[config.mk]
export PLATFORM = sky130hd
export DESIGN_NAME = regfile_wb_flat
export DESIGN_NICKNAME = d
export VERILOG_FILES = /design/src/rtl/regfile_wb_if.sv /design/src/rtl/regfile_wb.sv /design/src/flat_wrapper.sv
export SDC_FILE = /design/constraint.sdc
export NUM_CORES = 1
export LEC_CHECK = 0
export ABC_CLOCK_PERIOD_IN_PS = 1650
export CORE_MARGIN = 2
export CORE_UTILIZATION = 52
export CTS_CLUSTER_SIZE = 20
export DETAILED_ROUTE_END_ITERATION = 16
export PLACE_DENSITY = 0.86
export SLEW_MARGIN = 20
export SYNTH_ARGS = -nofsm -noshare
export SYNTH_HDL_FRONTEND = slang
export SYNTH_SLANG_ARGS = --single-unit
[constraint.sdc]
create_clock -name clk -period 1.65 [get_ports clk]
set_input_delay 0.33 -clock clk [delete_from_list [all_inputs] [get_ports clk]]
set_output_delay 0.33 -clock clk [all_outputs]
set_load 0.005 [all_outputs]
[src/rtl/regfile_wb_if.sv]
// Register-file port bundle: two read ports, one write port, write-back debug view.
// Master drives addresses and write requests; slave returns read data and WB status.
interface regfile_wb_if #(
    parameter int DATA_W = 8,
    parameter int ADDR_W = 3
);
    logic [ADDR_W-1:0] ReadReg1;
    logic [ADDR_W-1:0] ReadReg2;
    logic [DATA_W-1:0] ReadData1;
    logic [DATA_W-1:0] ReadData2;
    logic              RegWrite;
    logic [ADDR_W-1:0] WriteReg;
    logic [DATA_W-1:0] WriteData;
    logic              wb_pending;
    logic [ADDR_W-1:0] wb_reg;

    modport master (
        output ReadReg1, ReadReg2, RegWrite, WriteReg, WriteData,
        input  ReadData1, ReadData2, wb_pending, wb_reg
    );

    modport slave (
        input  ReadReg1, ReadReg2, RegWrite, WriteReg, WriteData,
        output ReadData1, ReadData2, wb_pending, wb_reg
    );
endinterface

[src/rtl/regfile_wb.sv]
// 8x8 register file with a one-stage write-back register in front of the array.
// Latency: reads combinational with forwarding; a write commits to the array two edges later.
// Backpressure: none, accepts one write every cycle.
module regfile_wb #(
    parameter int DATA_W   = 8,
    parameter int NUM_REGS = 8,
    parameter int ADDR_W   = $clog2(NUM_REGS)
) (
    input  logic        clk,
    input  logic        rst_n,
    regfile_wb_if.slave rf
);

    logic [DATA_W-1:0] regs_q [NUM_REGS];
    logic [DATA_W-1:0] regs_d [NUM_REGS];
    logic              wb_v_q,    wb_v_d;
    logic [ADDR_W-1:0] wb_addr_q, wb_addr_d;
    logic [DATA_W-1:0] wb_data_q, wb_data_d;
    logic [DATA_W-1:0] rd1_dat,   rd2_dat;

    // Capture the incoming write and retire the previous one on the same edge.
    always_comb begin
        wb_v_d    = rf.RegWrite && (rf.WriteReg != '0);
        wb_addr_d = rf.WriteReg;
        wb_data_d = rf.WriteData;
        regs_d    = regs_q;
        if (wb_v_q) begin
            regs_d[wb_addr_q] = wb_data_q;
        end
    end

    always_ff @(posedge clk or negedge rst_n) begin
        if (!rst_n) begin
            for (int i = 0; i < NUM_REGS; i++) begin
                regs_q[i] <= '0;
            end
            wb_v_q    <= 1'b0;
            wb_addr_q <= '0;
            wb_data_q <= '0;
        end else begin
            regs_q    <= regs_d;
            wb_v_q    <= wb_v_d;
            wb_addr_q <= wb_addr_d;
            wb_data_q <= wb_data_d;
        end
    end

    // Newest source wins: incoming write, then write-back stage, then array.
    always_comb begin
        rd1_dat = regs_q[rf.ReadReg1];
        if (rf.ReadReg1 == '0) begin
            rd1_dat = '0;
        end else if (rf.RegWrite && (rf.WriteReg == rf.ReadReg1)) begin
            rd1_dat = rf.WriteData;
        end else if (wb_v_q && (wb_addr_q == rf.ReadReg1)) begin
            rd1_dat = wb_data_q;
        end

        rd2_dat = regs_q[rf.ReadReg2];
        if (rf.ReadReg2 == '0) begin
            rd2_dat = '0;
        end else if (rf.RegWrite && (rf.WriteReg == rf.ReadReg2)) begin
            rd2_dat = rf.WriteData;
        end else if (wb_v_q && (wb_addr_q == rf.ReadReg2)) begin
            rd2_dat = wb_data_q;
        end
    end

    assign rf.ReadData1  = rd1_dat;
    assign rf.ReadData2  = rd2_dat;
    assign rf.wb_pending = wb_v_q;
    assign rf.wb_reg     = wb_addr_q;

endmodule

[src/flat_wrapper.sv]
// flat-port wrapper written by rule: the top's interface ports become plain ports
module regfile_wb_flat 
#(
    parameter int DATA_W   = 8,
    parameter int NUM_REGS = 8,
    parameter int ADDR_W   = $clog2(NUM_REGS)
)
  (clk, rst_n, rf_ReadReg1, rf_ReadReg2, rf_RegWrite, rf_WriteReg, rf_WriteData, rf_ReadData1, rf_ReadData2, rf_wb_pending, rf_wb_reg);
  regfile_wb_if #(.DATA_W(DATA_W), .ADDR_W(ADDR_W)) rf_i ();
  input  logic clk;
  input  logic rst_n;
  input wire logic [$bits(rf_i.ReadReg1)-1:0] rf_ReadReg1;
  input wire logic [$bits(rf_i.ReadReg2)-1:0] rf_ReadReg2;
  input wire logic [$bits(rf_i.RegWrite)-1:0] rf_RegWrite;
  input wire logic [$bits(rf_i.WriteReg)-1:0] rf_WriteReg;
  input wire logic [$bits(rf_i.WriteData)-1:0] rf_WriteData;
  output wire logic [$bits(rf_i.ReadData1)-1:0] rf_ReadData1;
  output wire logic [$bits(rf_i.ReadData2)-1:0] rf_ReadData2;
  output wire logic [$bits(rf_i.wb_pending)-1:0] rf_wb_pending;
  output wire logic [$bits(rf_i.wb_reg)-1:0] rf_wb_reg;
  assign rf_i.ReadReg1 = rf_ReadReg1;
  assign rf_i.ReadReg2 = rf_ReadReg2;
  assign rf_i.RegWrite = rf_RegWrite;
  assign rf_i.WriteReg = rf_WriteReg;
  assign rf_i.WriteData = rf_WriteData;
  assign rf_ReadData1 = rf_i.ReadData1;
  assign rf_ReadData2 = rf_i.ReadData2;
  assign rf_wb_pending = rf_i.wb_pending;
  assign rf_wb_reg = rf_i.wb_reg;
  regfile_wb #(.DATA_W(DATA_W), .NUM_REGS(NUM_REGS), .ADDR_W(ADDR_W)) u_core (.clk(clk), .rst_n(rst_n), .rf(rf_i));
endmodule
Word level (Yosys, flattened, before mapping). Index checks and enable logic that the tools add are counted. Widths: inputs -> output; s select.

Order comparisons: 4. Eq/ne operators: 4. Muxes and demuxes: 15. Bitwise gates (word level): 3. Reductions and logical operators: 9.

Operators by type and width (number): $mux 8 (11); $bwmux 64 (1); $bmux 8 s3 (2); $demux 8 s3 (1); $eq 3x3->1 (4); $ge 4x4->1 const B (3); $not 3->4 (3); $logic_and 1x1->1 (6); $logic_not 3->1 (2); $lt 4x1->1 const B (1); $reduce_bool 3->1 (1).

Register bits after elaboration: 76. Input port bits: 20. Output and inout port bits: 20. Word-level logic and storage cells: 46.

Logic depth before layout (Yosys ltp).
Depth after elaboration: 7. Depth in mapped cells: 7. Depth with buffers taken out: 4.

Worst setup path before layout. Ideal clock, no wire load.

Kind: input -> output. Start point: in rf_ReadReg1[0]. End point: out rf_ReadData1[4]. Data arrival time: 1.328 ns. Data required time: 1.320 ns. Slack: -0.008 ns. Cell stages on the path: 5. Buffers on the path: 2. Path through: buf_6 > buf_12 > mux4_2 > o211ai_1 > a21oi_1.

Cells in the longest elaborated chain, start to end: 7. Elaborated cells between the ends (all ways): 12. Those cells by class: eq/ne: 2; mux: 6; bitwise: 1; reduce/logical: 3.

Ends and longest elaborated chain: start: declaration (RTL line flat_wrapper.sv:12) `input wire logic [$bits(rf_i.ReadReg1)-1:0] rf_ReadReg1;`; $not 3->4 (not written as such) (RTL line regfile_wb.sv:50) `rd1_dat = regs_q[rf.ReadReg1];`; $bmux 8 s3 (RTL line regfile_wb.sv:50); $mux 8 (not written as such) (2 in series) (RTL line regfile_wb.sv:50); $mux 8 (RTL line regfile_wb.sv:55) `end else if (wb_v_q && (wb_addr_q == rf.ReadReg1)) begin`; $mux 8 (RTL line regfile_wb.sv:53) `end else if (rf.RegWrite && (rf.WriteReg == rf.ReadReg1)) begin`; $mux 8 * (RTL line regfile_wb.sv:51) `if (rf.ReadReg1 == '0) begin`; end: declaration (RTL line flat_wrapper.sv:17) `output wire logic [$bits(rf_i.ReadData1)-1:0] rf_ReadData1;`.

Mark *: on every way between the ends. The rest lies on a longest branch, timed or not. The select of a mux whose other input is x is not followed.

Worst setup path in the final report.
Start point: reg u_core.regs_q[34] in the netlist's numbering. End point: out rf_ReadData1[2].

Cells in the longest elaborated chain, start to end: 6.

Ends and longest elaborated chain: start: declaration (RTL line regfile_wb.sv:14) `logic [DATA_W-1:0] regs_q [NUM_REGS];`; start signal: assignment (RTL line regfile_wb.sv:41) `regs_q <= regs_d;`; $bmux 8 s3 (RTL line regfile_wb.sv:50); $mux 8 (not written as such) (2 in series) (RTL line regfile_wb.sv:50); $mux 8 (RTL line regfile_wb.sv:55); $mux 8 (RTL line regfile_wb.sv:53); $mux 8 (RTL line regfile_wb.sv:51).

Every way passes these cells. The select of a mux whose other input is x is not followed.

==> metrics.yaml <==
yosys_register_bits: 76
synthesis.instances: 337
viasPerCell: 7.006
syn_to_final_growth_pct: 27.97
maxCapViolCount: 0
start_util: 0.5391
required_ps: 1320
clkTransAtPathRegs_ps: 80
diodes: 0
cts_buffers: 9
dp_hpwl_mm: 8.258
worst_setup_path_start_kind: "flop"
cpPeakStageDelay_ps: 510
h-tree-depth: 3
clockRootBuffer: "clkbuf_8"
min_period_ps: 2182
dpl.cell_count: 496
grt_pass1_wl_mm: 21.94
min_path_cells: 1
syn-num-nets: 357
clk_latency_ps: 360
ant_nets: 0
grt_usage: 0.3281
irDropWorstVdd_uv: 846.5
core_area_mm2: 0.008217
critPathKind: "reg2out"
leakage_nw: 2.437
numPortBuffers: 39
layout_commonest_cell: "dfrtp_1"
fp.dieH_um: 96.29
ys_seq_area_frac: 0.4294
end_kind: "output pin"
fmax_ghz: 0.4583
layout_common_cells: "73 x dfrtp_1, 48 x mux2_2, 42 x buf_4"
setup_viol: 27
rsz0062_at_grt: "true"
avgSynthCellArea_um2: 13.14
drt_wl_total_mm: 14.29
first_pass_iters: 8
grt_max_degree: 77
rows: 33
num-nets-final: 435
utilization: 0.6898
via_count: 3678
drt_iter0_drc: 420
hold_viol_final: 0
status: "finished with violations"
cts.sinks: 76
cp_max_fo: 3
grt_pass1_vias: 3884
drcViolationCount: 0
crit_arrival_ps: 1850
r2r_cells: 6
skew_ps: 8.199
slew_violations: 0
ios: 40
largest_register_ffs: 64
dieArea_mm2: 0.009272
min_path_type: "in2reg"
place.gp.congestion: 0.9453
final_cells: 525
cts_tree: "yes"
maxSlewHeadroom: 0.7274
cts_max_path_buffers: 2
wl_per_cell_um: 27.22
netlist_area_mm2: 0.004429
fin_crit_sh: 1.322
grt_overflow: 0
power.density_mw_per_mm2: 1047
fp.dieW_um: 96.29
holdWs_ps: 329.7
timing.final.ws_setup_ps: -531.9
synth_cell_types: 32
antenna_found_initial: 0
yosysWarnings: 0
layout-drive-gt1-share: 0.5452
tightestPinTransition_ps: 409.0
violations: "setup timing"
finalPower_mw: 5.932
finalSetupTns_ps: -7478
cpMaxStageDelayCell: "mux4_2"
cp_cell_sequence: "mux4_2 > o211ai_1 > a21oi_2 > buf_2"
-- stage by stage --
stage	setup WS [ps]	instance area, um2
6_report	-531.9	5668
5_1_grt	-548.2	5668
4_1_cts	-416.2	5548
3_5_place_dp	-1092	5176
3_3_place_gp	-1070	5176
2_1_floorplan	2.085	4437
-- power breakdown --
group          switching [mW]  total (mW)  internal (mW)
combinational           0.811        1.84           1.03
sequential              0.366        2.62           2.25
clock                   0.695        1.47          0.777
-- cells by family (layout without fill, tap and decap cells) --
kind of cell | Yosys count | count (layout) | share of synthesized area
AOI/OAI and AO/OA | 81 | 81 | 0.1172
xor gates and xnor gates | 12 | 12 | 0.02373
muxes | 112 | 112 | 0.3249
DFF | 76 | 76 | 0.4294
and+or+nand+nor | 24 | 24 | 0.04831
buffers and inverters | 32 | 115 | 0.05649
-- metal layers --
layer	vias to the layer above	global-route usage	part of all wire
met5	-	0	0
met4	0	0.2077	0.073
met3	114	0.08927	0.093
met2	305	0.5168	0.47
met1	1814	0.3988	0.36
li1	1445	-	-
-- critical path, delay by kind of cell, from the launching register on --
family,cells,cell delay (ps)
DFF,1,430
AOI/OAI and AO/OA,2,420
muxes,1,510
buffers and inverters,1,140
-- cell type report --
| type | count | area (um2) |
|---|---|---|
| clock buffer | 12 | 155.1 |
| clock inverter | 4 | 47.55 |
| fill | 469 | 2549 |
| multi-input combinational | 229 | 2487 |
| sequential | 76 | 1906 |
| tap | 105 | 131.4 |
| timing repair buffer | 99 | 940.9 |
-- path summary, 6_finish.rpt --
| path | from | end | slack, ps |
|---|---|---|---|
| worst max-delay path | u_core.regs_q[34] | rf_ReadData1[2] | -530 |
| worst min-delay path | rf_WriteReg[0] | u_core.rf.wb_reg[0] | 330 |
| worst max register to register | u_core.rf.wb_pending | u_core.regs_q[48] | -30 |
| worst min register to register | u_core.regs_q[2] | u_core.regs_q[2] | 540 |
| max in group asynchronous | rst_n | u_core.regs_q[45] | 800 |
| min in group asynchronous | rst_n | u_core.regs_q[55] | 520 |
-- what timing repair did --
item / in CTS / in global routing
endpoints found under the setup margin: 20 / 53
pin swaps: 37 / 17
endpoints found under the hold margin: 9 / 0
gates cloned: 2 / 0
gates resized for setup: 139 / 33
buffers inserted: 7 / 7
hold buffers: 1 / 0
-- Yosys cell counts --
cell type / count / area, um2
a21oi_1: 32 / 160.2
a22oi_1: 10 / 75.07
a22oi_2: 6 / 75.07
and2_1: 2 / 12.51
and2b_1: 1 / 7.510
and4_1: 4 / 35.03
buf_1: 6 / 22.52
buf_12: 4 / 80.08
buf_2: 3 / 15.01
buf_4: 3 / 22.52
buf_6: 5 / 56.30
clkbuf_1: 1 / 3.750
clkbuf_2: 10 / 50.05
dfrtp_1: 76 / 1902
mux2_2: 64 / 720.7
mux2i_1: 32 / 320.3
mux4_1: 10 / 262.8
mux4_2: 6 / 135.1
nand2_1: 1 / 3.750
nand2b_4: 1 / 13.76
nand4_1: 5 / 31.28
nand4b_1: 3 / 26.28
nor2b_1: 1 / 6.260
nor3_2: 1 / 10.01
nor3_4: 1 / 16.27
nor3b_4: 2 / 37.54
o211ai_1: 16 / 120.1
o21ai_0: 16 / 80.08
o31a_1: 1 / 8.760
or3_1: 1 / 6.260
or3_2: 1 / 7.510
xnor2_1: 12 / 105.1
Note: power is estimated with default switching activity, not from simulation.
